--- config.mk ---
export PLATFORM = sky130hd
export DESIGN_NAME = usb_txn_ctrl
export DESIGN_NICKNAME = d
export VERILOG_FILES = /design/src/rtl/usb_pkg.sv /design/src/rtl/usb_txn_ctrl_timer.sv /design/src/rtl/usb_txn_ctrl.sv
export SDC_FILE = /design/constraint.sdc
export NUM_CORES = 1
export LEC_CHECK = 0
export BUFFER_PORTS_ARGS = -buffer_cell sky130_fd_sc_hd__buf_4
export CAP_MARGIN = 20
export CORE_UTILIZATION = 50
export CTS_BUF_LIST = sky130_fd_sc_hd__clkbuf_2 sky130_fd_sc_hd__clkbuf_4 sky130_fd_sc_hd__clkbuf_8
export CTS_CLUSTER_SIZE = 14
export DETAILED_ROUTE_END_ITERATION = 10
export GPL_ROUTABILITY_DRIVEN = 1
export PLACE_DENSITY_LB_ADDON = 0.05
export SETUP_SLACK_MARGIN = 0.15
export SLEW_MARGIN = 10
export SYNTH_ARGS = -nofsm -noshare
export SYNTH_HDL_FRONTEND = slang
export SYNTH_HIERARCHICAL = 1
export SYNTH_SLANG_ARGS = --single-unit
--- constraint.sdc ---
create_clock -name clk -period 1.82 [get_ports clk]
set_input_delay 0.182 -clock clk [delete_from_list [all_inputs] [get_ports clk]]
set_output_delay 0.182 -clock clk [all_outputs]
set_load 0.005 [all_outputs]
--- src/rtl/usb_pkg.sv ---
// Shared types for the USB host transaction sequencer: packet types, PIDs, FSM states.
package usb_pkg;

  typedef enum logic [1:0] {
    NONE = 2'b00,
    TOK  = 2'b01,
    DATA = 2'b10,
    HS   = 2'b11
  } pkt_type_t;

  localparam logic [3:0] ACK   = 4'b0010;
  localparam logic [3:0] NAK   = 4'b1010;
  localparam logic [3:0] STALL = 4'b1110;
  localparam logic [3:0] DATA0 = 4'b0011;
  localparam logic [3:0] DATA1 = 4'b1011;

  typedef enum logic [2:0] {
    IDLE,
    TOKEN,
    OUT_DATA,
    WAIT_HS,
    WAIT_DATA,
    SEND_HS,
    DONE
  } state_t;

endpackage

--- src/rtl/usb_txn_ctrl_timer.sv ---
// Response timeout counter: reads 0 after clear, counts while enabled, flags when it reaches TIMEOUT.
module txn_timer #(
  parameter logic [7:0] TIMEOUT = 8'd255
) (
  input  logic clk,
  input  logic rst,
  input  logic i_clear,
  input  logic i_enable,
  output logic o_expired
);

  logic [7:0] r_count;

  always_ff @(posedge clk) begin
    if (rst || i_clear) begin
      r_count <= 8'd0;
    end else if (i_enable && !o_expired) begin
      r_count <= r_count + 8'd1;
    end
  end

  assign o_expired = (r_count == TIMEOUT);

endmodule

--- src/rtl/usb_txn_ctrl.sv ---
// Host-side USB transaction sequencer (token/data/handshake with NAK/timeout retry).
// Optional retry statistics counter enabled by defining USB_TXN_STATS_EN.
module usb_txn_ctrl
  import usb_pkg::*;
#(
  parameter logic [7:0] TIMEOUT = 8'd255,
  parameter logic [3:0] MAX_TRY = 4'd8
) (
  input  logic       clk,
  input  logic       rst,
  input  logic       start,
  input  logic       is_in,
  output logic       tx_go,
  output logic [1:0] tx_type,
  input  logic       tx_done,
  output logic       re,
  input  logic       rx_done,
  input  logic [3:0] rx_pid,
  input  logic       rx_ok,
  output logic       busy,
  output logic       txn_done,
  output logic       txn_err,
  output logic [7:0] retry_total
);

  state_t     r_state;
  state_t     w_nextState;
  logic       r_isIn;
  logic [3:0] r_tryCnt;
  logic       r_err;
  logic       r_txGo;
  logic       w_fail;
  logic       w_doneErr;
  logic       w_waiting;
  logic       w_expired;
  pkt_type_t  w_txType;

  assign w_waiting = (r_state == WAIT_HS) || (r_state == WAIT_DATA);

  txn_timer #(.TIMEOUT(TIMEOUT)) u_timer (
    .clk      (clk),
    .rst      (rst),
    .i_clear  (!w_waiting),
    .i_enable (w_waiting),
    .o_expired(w_expired)
  );

  // A received packet always takes priority over a timeout expiring in the same cycle.
  always_comb begin
    w_nextState = r_state;
    w_fail      = 1'b0;
    w_doneErr   = 1'b0;
    case (r_state)
      IDLE:      if (start) w_nextState = TOKEN;
      TOKEN:     if (tx_done) w_nextState = r_isIn ? WAIT_DATA : OUT_DATA;
      OUT_DATA:  if (tx_done) w_nextState = WAIT_HS;
      WAIT_HS: begin
        if (rx_done) begin
          if (rx_ok && rx_pid == ACK) begin
            w_nextState = DONE;
          end else if (rx_ok && rx_pid == STALL) begin
            w_nextState = DONE;
            w_doneErr   = 1'b1;
          end else begin
            w_fail = 1'b1;
          end
        end else if (w_expired) begin
          w_fail = 1'b1;
        end
      end
      WAIT_DATA: begin
        if (rx_done) begin
          if (rx_ok && (rx_pid == DATA0 || rx_pid == DATA1)) begin
            w_nextState = SEND_HS;
          end else if (rx_ok && rx_pid == STALL) begin
            w_nextState = DONE;
            w_doneErr   = 1'b1;
          end else begin
            w_fail = 1'b1;
          end
        end else if (w_expired) begin
          w_fail = 1'b1;
        end
      end
      SEND_HS:   if (tx_done) w_nextState = DONE;
      DONE:      w_nextState = IDLE;
      default:   w_nextState = IDLE;
    endcase
    if (w_fail) begin
      if (r_tryCnt == MAX_TRY - 4'd1) begin
        w_nextState = DONE;
        w_doneErr   = 1'b1;
      end else begin
        w_nextState = TOKEN;
      end
    end
  end

  always_ff @(posedge clk) begin
    if (rst) begin
      r_state  <= IDLE;
      r_isIn   <= 1'b0;
      r_tryCnt <= 4'd0;
      r_err    <= 1'b0;
      r_txGo   <= 1'b0;
    end else begin
      r_state <= w_nextState;
      r_txGo  <= (w_nextState != r_state) &&
                 (w_nextState inside {TOKEN, OUT_DATA, SEND_HS});
      if (r_state == IDLE && start) begin
        r_isIn   <= is_in;
        r_tryCnt <= 4'd0;
      end else if (w_fail && w_nextState == TOKEN) begin
        r_tryCnt <= r_tryCnt + 4'd1;
      end
      if (w_nextState == DONE) begin
        r_err <= w_doneErr;
      end
    end
  end

  always_comb begin
    w_txType = NONE;
    case (r_state)
      TOKEN:    w_txType = TOK;
      OUT_DATA: w_txType = DATA;
      SEND_HS:  w_txType = HS;
      default:  w_txType = NONE;
    endcase
  end

  assign tx_go    = r_txGo;
  assign tx_type  = w_txType;
  assign re       = w_waiting;
  assign busy     = (r_state != IDLE);
  assign txn_done = (r_state == DONE);
  assign txn_err  = (r_state == DONE) && r_err;

`ifdef USB_TXN_STATS_EN
  logic [7:0] r_retryTotal;
  logic       w_retry;

  assign w_retry = w_fail && (w_nextState == TOKEN);

  always_ff @(posedge clk) begin
    if (rst) begin
      r_retryTotal <= 8'd0;
    end else if (w_retry && r_retryTotal != 8'hFF) begin
      r_retryTotal <= r_retryTotal + 8'd1;
    end
  end

  assign retry_total = r_retryTotal;
`else
  assign retry_total = 8'd0;
`endif

endmodule

==> results of run 1 <==
flip-flops by register name, summed over array words and instances (netlist names):
name / flops
r_tryCnt: 4
r_err: 1
u_timer/r_count: 8
r_state: 3
r_isIn: 1
tx_go: 1
synthesized netlist by cell type, drive strengths merged, types with 2 or more instances:
cell type	n	area, um^2
dfxtp	18	360
nand2b	3	33.8
inv	8	30.0
buf	11	83.8
or3	5	32.5
nand4	4	25.0
a2111oi	4	36.3
mux2i	7	70.1
a21oi	3	15.0
a211oi	3	27.5
and3	2	12.5
nor2b	3	18.8
ha	2	25.0
nor2	10	37.5
o22a	2	18.8
nand3b	2	27.5
nand3	3	20.0
a311oi	2	17.5
nand2	16	62.6
a31oi	6	52.6
nor3	3	26.3
o21ai	7	35.0
routing by layer:
| metal | part of all wire | track usage | up-vias |
|---|---|---|---|
| li1 | - | - | 590 |
| met1 | 0.39 | 0.260 | 595 |
| met2 | 0.55 | 0.456 | 38 |
| met3 | 0.044 | 0.0536 | 8 |
| met4 | 0.022 | 0.116 | 0 |
| met5 | 0 | 0 | - |
cell families (layout without fill, tap and decap cells):
family | Yosys count | count (layout) | share of synthesized area
and+or+nand+nor | 56 | 56 | 0.283
muxes | 7 | 7 | 0.0582
DFF | 18 | 18 | 0.299
other | 1 | 8 | 0.00312
xor gates and xnor gates | 2 | 2 | 0.0146
AOI/OAI and AO/OA | 35 | 35 | 0.224
adders and majority gates | 2 | 2 | 0.0208
buffers and inverters | 20 | 56 | 0.0977
power breakdown:
group	internal [mW]	switching, mW
Clock	0.122	0.130
Combinational	0.123	0.109
Sequential	0.408	0.0160
Total	0.654	0.255
per-stage QoR:
stage / worst slack [ns] / setup TNS [ns] / total power [mW] / cells
floorplan: 0.00851 / 0 / 0.557 / 148
detailed placement: -0.0532 / -0.117 / 0.637 / 196
CTS: 0.00645 / 0 / 0.894 / 206
global route: -0.133 / -0.380 / 0.950 / 212
finish: -0.0270 / -0.0335 / 0.909 / 212
global placement: 0.00549 / 0 / 0.633 / 196
timing repair:
item | in CTS | in global routing
setup buffers | 6 | 6
resized for setup | 6 | 17
pin swaps | 8 | 4
endpoints found under the setup margin | 14 | 13
worst max-delay path by stage:
stage                                    startpoint                  endpoint  slack (ns)  cells after the start
global route        u_timer/r_count[5]$_SDFFE_PP0P_        r_err$_SDFFE_PP0N_       -0.13                     10
detailed placement  u_timer/r_count[1]$_SDFFE_PP0P_  r_tryCnt[3]$_SDFFE_PP0P_       -0.05                      9
CTS                 u_timer/r_count[0]$_SDFFE_PP0P_        r_err$_SDFFE_PP0N_       0.006                     10
finish              u_timer/r_count[6]$_SDFFE_PP0P_  r_tryCnt[3]$_SDFFE_PP0P_       -0.03                      9
floorplan           u_timer/r_count[6]$_SDFFE_PP0P_  r_tryCnt[3]$_SDFFE_PP0P_       0.009                     10
global placement    u_timer/r_count[1]$_SDFFE_PP0P_  r_tryCnt[3]$_SDFFE_PP0P_       0.005                      9
layout make-up:
class	count	area [um^2]
repair buffers	44	354
well taps	28	35.0
fillers	174	559
clock buffers	4	36.3
flip-flops and latches	18	370
multi-input cells	110	848
inverters	8	30.0
worst register-to-register path: stages, from the launching register on:
cell,delay (ns)
dfxtp_2,0.36
and3_4,0.18
inv_2,0.05
nor3_4,0.18
nor2_4,0.07
a211oi_2,0.24
a31oi_4,0.09
nand2b_4,0.19
or3_1,0.30
a21oi_1,0.12
==> summary.txt, run 1 <==
final WL: 3040 um
share of layout cells above drive strength 1: 0.446
VDD IR max: 0.480 mV
first-pass GRT wire length: 4820 um
DR vias/cell: 5.81
later-pin clock latency in the skew report: 0.30 ns
Setup crit end kind: flip-flop
power per standard cell area: 543 nW/um^2
P_leak: 0.724 nW
core area: 2230 um^2
Core Util, Final: 0.750
wire per inst: 14.3 um
Startpoint Class: flip-flop
CP max-delay cell: dfxtp_2
Crit path arrival time: 2.09 ns
Post-synth EDFFs: 0
fin area: 1670 um^2
post-synthesis instance area: 1200 um^2
I/O Pins: 26
Yosys warnings: 6
Synth async-reset ratio: 0
RePlAce Congestion: 0.816
x dimension of the die: 51.1 um
most common cell after layout, fill and taps aside: buf_4
Layout area overhead: 39.1%
hold path start: is_in
skew final: 0.00684 ns
vias in the first global route: 1143
run status: finished, violations left
RR Endpoint: r_tryCnt[3]$_SDFFE_PP0P_
Tcrit/Tclk final: 1.01
Worst-path clk slew: 0.11 ns
worst hold-check path type: in2reg
R2R Setup Slk: -0.03 ns
Buf/Inv on CP: 1
Hold EP: r_isIn$_SDFFE_PP0P_
dpl hpwl: 2150 um
f_max: 541 MHz
fin nets: 198
Final Hold Viols: 0
diodes inserted: 0
die area: 2610 um^2
Synth Instances: 141
CP Max Fanout: 6
syn avg cell area: 8.54 um^2
CP top delay family: simple AND/OR/NAND/NOR gates
# setup viols final: 2
ANT nets after route: 0
Seq/Total Area, Yosys: 0.299
DR iter-0 viols: 24
antenna violations before repair: 0
DRT Pass-1 Iters: 4
Total GRT Usage: 0.246
RSZ-0062 raised after global routing: yes
failing checks: setup timing
DRC: 0
Distinct cells, synth: 51
CP Data Required Time: 2.06 ns
crit path time final: 1.85 ns
Via Count: 1231
CTS tree: built
most frequent cells in the layout: 40 x buf_4, 14 x nand2_1, 10 x dfxtp_1, 9 x nor2_1
Hold-fix buffers, CTS: 0
R2R Path Start: u_timer/r_count[6]$_SDFFE_PP0P_
hold slack final: 0.137 ns
setup ws final: -0.0270 ns
row count: 17
clk root buf: clkbuf_4
Pins Over Slew Limit: 0
DIE HEIGHT: 51.1 um
Starting Density: 0.539
critical-path cell list: and3_4 > inv_2 > nor3_4 > nor2_4 > a211oi_2 > a31oi_4 > nand2b_4 > or3_1 > a21oi_1
# port buffers: 17
H-tree depth: 1
CTS Sinks: 18
CTS max path bufs: 2
worst hold path cell count: 3
Reg2Reg Depth: 9
Max Cap Violations: 0
Worst Setup Path Type: reg2reg
largest net degree at the start of global routing: 15
max incr delay on CP: 0.36 ns
Seq cells post-synth: 18
grt ovf: 0
cts bufs inserted: 3
dpl cell area: 1460 um^2
Primary FF master, synth: dfxtp_1
Power figures use the tool's default switching activity.
==> run 2, diff against run 1 <==
--- a/config.mk
+++ b/config.mk
@@ -7,7 +7,7 @@
 export LEC_CHECK = 0
 export BUFFER_PORTS_ARGS = -buffer_cell sky130_fd_sc_hd__buf_4
 export CAP_MARGIN = 20
-export CORE_UTILIZATION = 50
+export CORE_UTILIZATION = 40
 export CTS_BUF_LIST = sky130_fd_sc_hd__clkbuf_2 sky130_fd_sc_hd__clkbuf_4 sky130_fd_sc_hd__clkbuf_8
 export CTS_CLUSTER_SIZE = 14
 export DETAILED_ROUTE_END_ITERATION = 10
==> run 2 against run 1 <==
Net effect: the flow finishes with violations (DRC); final cell count rose by 2.4%; global-route usage fell by 4.7 points; worst setup slack improved by 0.036 ns; fmax rose by 2.0%; die area rose by 24%; critical path depth rose by 1; first-iteration DRC count rose by 46%; clock-buffer cell count fell by 1; worst hold slack got worse by 0.0088 ns.
==> summary.txt, run 2 (same netlist as run 1, synthesis figures left out) <==
run status: finished, violations left (unchanged)
failing checks: DRC (was setup timing)
DIE HEIGHT: 56.9 um (was 51.1 um)
Total GRT Usage: 0.199 (was 0.246)
hold path start: is_in (unchanged)
Startpoint Class: flip-flop (unchanged)
diodes inserted: 0 (unchanged)
vias in the first global route: 1111 (was 1143)
skew final: 0.000849 ns (was 0.00684 ns)
Tcrit/Tclk final: 0.995 (was 1.01)
Crit path arrival time: 2.03 ns (was 2.09 ns)
DRT Pass-1 Iters: 7 (was 4)
DRC: 6 (was 0)
worst hold-check path type: in2reg (unchanged)
worst hold path cell count: 3 (unchanged)
RR Endpoint: r_err$_SDFFE_PP0N_ (was r_tryCnt[3]$_SDFFE_PP0P_)
grt ovf: 0 (unchanged)
CTS max path bufs: 2 (unchanged)
number of flip-flops under the largest register name: 8 (unchanged)
Worst Setup Path Type: reg2reg (unchanged)
core area: 2810 um^2 (was 2230 um^2)
Reg area: 370 um^2 (unchanged)
# port buffers: 17 (unchanged)
DR vias/cell: 5.43 (was 5.81)
Multi-input gate area: 855 um^2 (was 848 um^2)
power per standard cell area: 502 nW/um^2 (was 543 nW/um^2)
Starting Density: 0.429 (was 0.539)
share of layout cells above drive strength 1: 0.468 (was 0.446)
Pins Over Slew Limit: 0 (unchanged)
f_max: 552 MHz (was 541 MHz)
DR iter-0 viols: 35 (was 24)
later-pin clock latency in the skew report: 0.28 ns (was 0.30 ns)
I/O Pins: 26 (unchanged)
FILL cells: 247 (was 174)
wire per inst: 14.1 um (was 14.3 um)
clk root buf: clkbuf_4 (unchanged)
RSZ-0062 raised after global routing: yes (unchanged)
Reg with most FFs: u_timer/r_count (unchanged)
Reg2Reg Depth: 10 (was 9)
CP Data Required Time: 2.04 ns (was 2.06 ns)
CTS tree: built (unchanged)
R2R Path Start: u_timer/r_count[0]$_SDFFE_PP0P_ (was u_timer/r_count[6]$_SDFFE_PP0P_)
H-tree depth: 1 (unchanged)
# setup viols final: 0 (was 2)
largest net degree at the start of global routing: 15 (unchanged)
most common cell after layout, fill and taps aside: buf_4 (unchanged)
x dimension of the die: 56.9 um (was 51.1 um)
P_leak: 0.710 nW (was 0.724 nW)
die area: 3230 um^2 (was 2610 um^2)
RePlAce Congestion: 0.867 (was 0.816)
most frequent cells in the layout: 46 x buf_4, 14 x nand2_1, 10 x dfxtp_1, 9 x nor2_1 (was 40 x buf_4, 14 x nand2_1, 10 x dfxtp_1, 9 x nor2_1)
Setup crit end kind: flip-flop (unchanged)
antenna violations before repair: 0 (unchanged)
Core Util, Final: 0.597 (was 0.750)
dpl cell area: 1470 um^2 (was 1460 um^2)
Via Count: 1179 (was 1231)
crit path time final: 1.81 ns (was 1.85 ns)
ANT nets after route: 0 (unchanged)
Layout area overhead: 39.2% (was 39.1%)
Max Cap Violations: 0 (unchanged)
VDD IR max: 0.460 mV (was 0.480 mV)
Hold EP: r_isIn$_SDFFE_PP0P_ (unchanged)
cts bufs inserted: 3 (unchanged)
row count: 19 (was 17)
fin area: 1680 um^2 (was 1670 um^2)
Top Registers: u_timer/r_count x8, r_tryCnt x4, r_state x3 (unchanged)
CTS Sinks: 18 (unchanged)
Final Hold Viols: 0 (unchanged)
fin nets: 201 (was 198)
R2R Setup Slk: 0.009 ns (was -0.03 ns)
first-pass GRT wire length: 5080 um (was 4820 um)
Worst-path clk slew: 0.10 ns (was 0.11 ns)
final WL: 3060 um (was 3040 um)
dpl hpwl: 2210 um (was 2150 um)
CP Max Fanout: 5 (was 6)
Hold-fix buffers, CTS: 0 (unchanged)
==> run 2: changes by cell type in the layout (fill, tap and decap cells not counted), sizes merged <==
cell    previous run  this run
buf               44        47
clkbuf             4         3
==> run 2: worst max path at each step <==
stage          slack [ns]                        to                            start
4_1_cts              0.01  r_tryCnt[3]$_SDFFE_PP0P_  u_timer/r_count[5]$_SDFFE_PP0P_
5_1_grt             -0.12  r_tryCnt[3]$_SDFFE_PP0P_  u_timer/r_count[7]$_SDFFE_PP0P_
3_3_place_gp      -0.0006  r_tryCnt[3]$_SDFFE_PP0P_  u_timer/r_count[1]$_SDFFE_PP0P_
6_report            0.009        r_err$_SDFFE_PP0N_  u_timer/r_count[0]$_SDFFE_PP0P_
3_5_place_dp        -0.07          tx_go$_SDFF_PP0_  u_timer/r_count[1]$_SDFFE_PP0P_
2_1_floorplan       0.009  r_tryCnt[3]$_SDFFE_PP0P_  u_timer/r_count[6]$_SDFFE_PP0P_
==> run 2: stage by stage <==
step | setup TNS [ns] | total power [mW] | hold slack (ns) | std cells | setup slack, ns
finish | 0 | 0.841 | 0.128 | 217 | 0.00928
global route | -0.508 | 0.892 | 0.147 | 217 | -0.119
CTS | 0 | 0.836 | 0.119 | 209 | 0.0143
detailed placement | -0.259 | 0.630 | 0.430 | 201 | -0.0735
global placement | -0.000596 | 0.628 | 0.420 | 201 | -0.000596
floorplan | 0 | 0.557 | 0.251 | 148 | 0.00851
==> run 2: per-layer routing <==
| layer | vias to the layer above | GRT usage | wire [um] |
|---|---|---|---|
| met1 | 560 | 0.238 | 1250 |
| met2 | 19 | 0.352 | 1680 |
| met5 | - | 0 | 0 |
| met4 | 0 | 0.0627 | 38 |
| li1 | 594 | - | - |
| met3 | 6 | 0.0461 | 94 |
==> run 2: power breakdown <==
part,total (mW),switching (mW),internal [mW]
registers,0.428,0.0194,0.408
logic,0.222,0.104,0.117
clock network,0.192,0.115,0.0768
total,0.841,0.238,0.603
==> run 2: final cells by class <==
class | count | area share
Timing Repair Buffer | 47 | 0.213
Tap cell | 31 | 0.0232
Sequential cell | 18 | 0.221
Clock buffer | 3 | 0.0134
Inverter | 8 | 0.0194
Multi-Input combinational cell | 110 | 0.510
==> run 2: repair_timing <==
item,CTS,global route
pin swaps,10,3
endpoints found under the setup margin,12,16
buffers inserted,5,8
resized for setup,10,13
==> run 2: worst max-delay path, stage by stage, from the launching register on <==
cell and delay [ns]:
dfxtp_2 0.35, ha_4 0.17, nand2_4 0.07, nor3_4 0.04, nor2_4 0.16, nor3_4 0.06, a31oi_4 0.26, mux2i_2 0.26
buf_4 0.15, a31oi_1 0.06, nor3_1 0.17
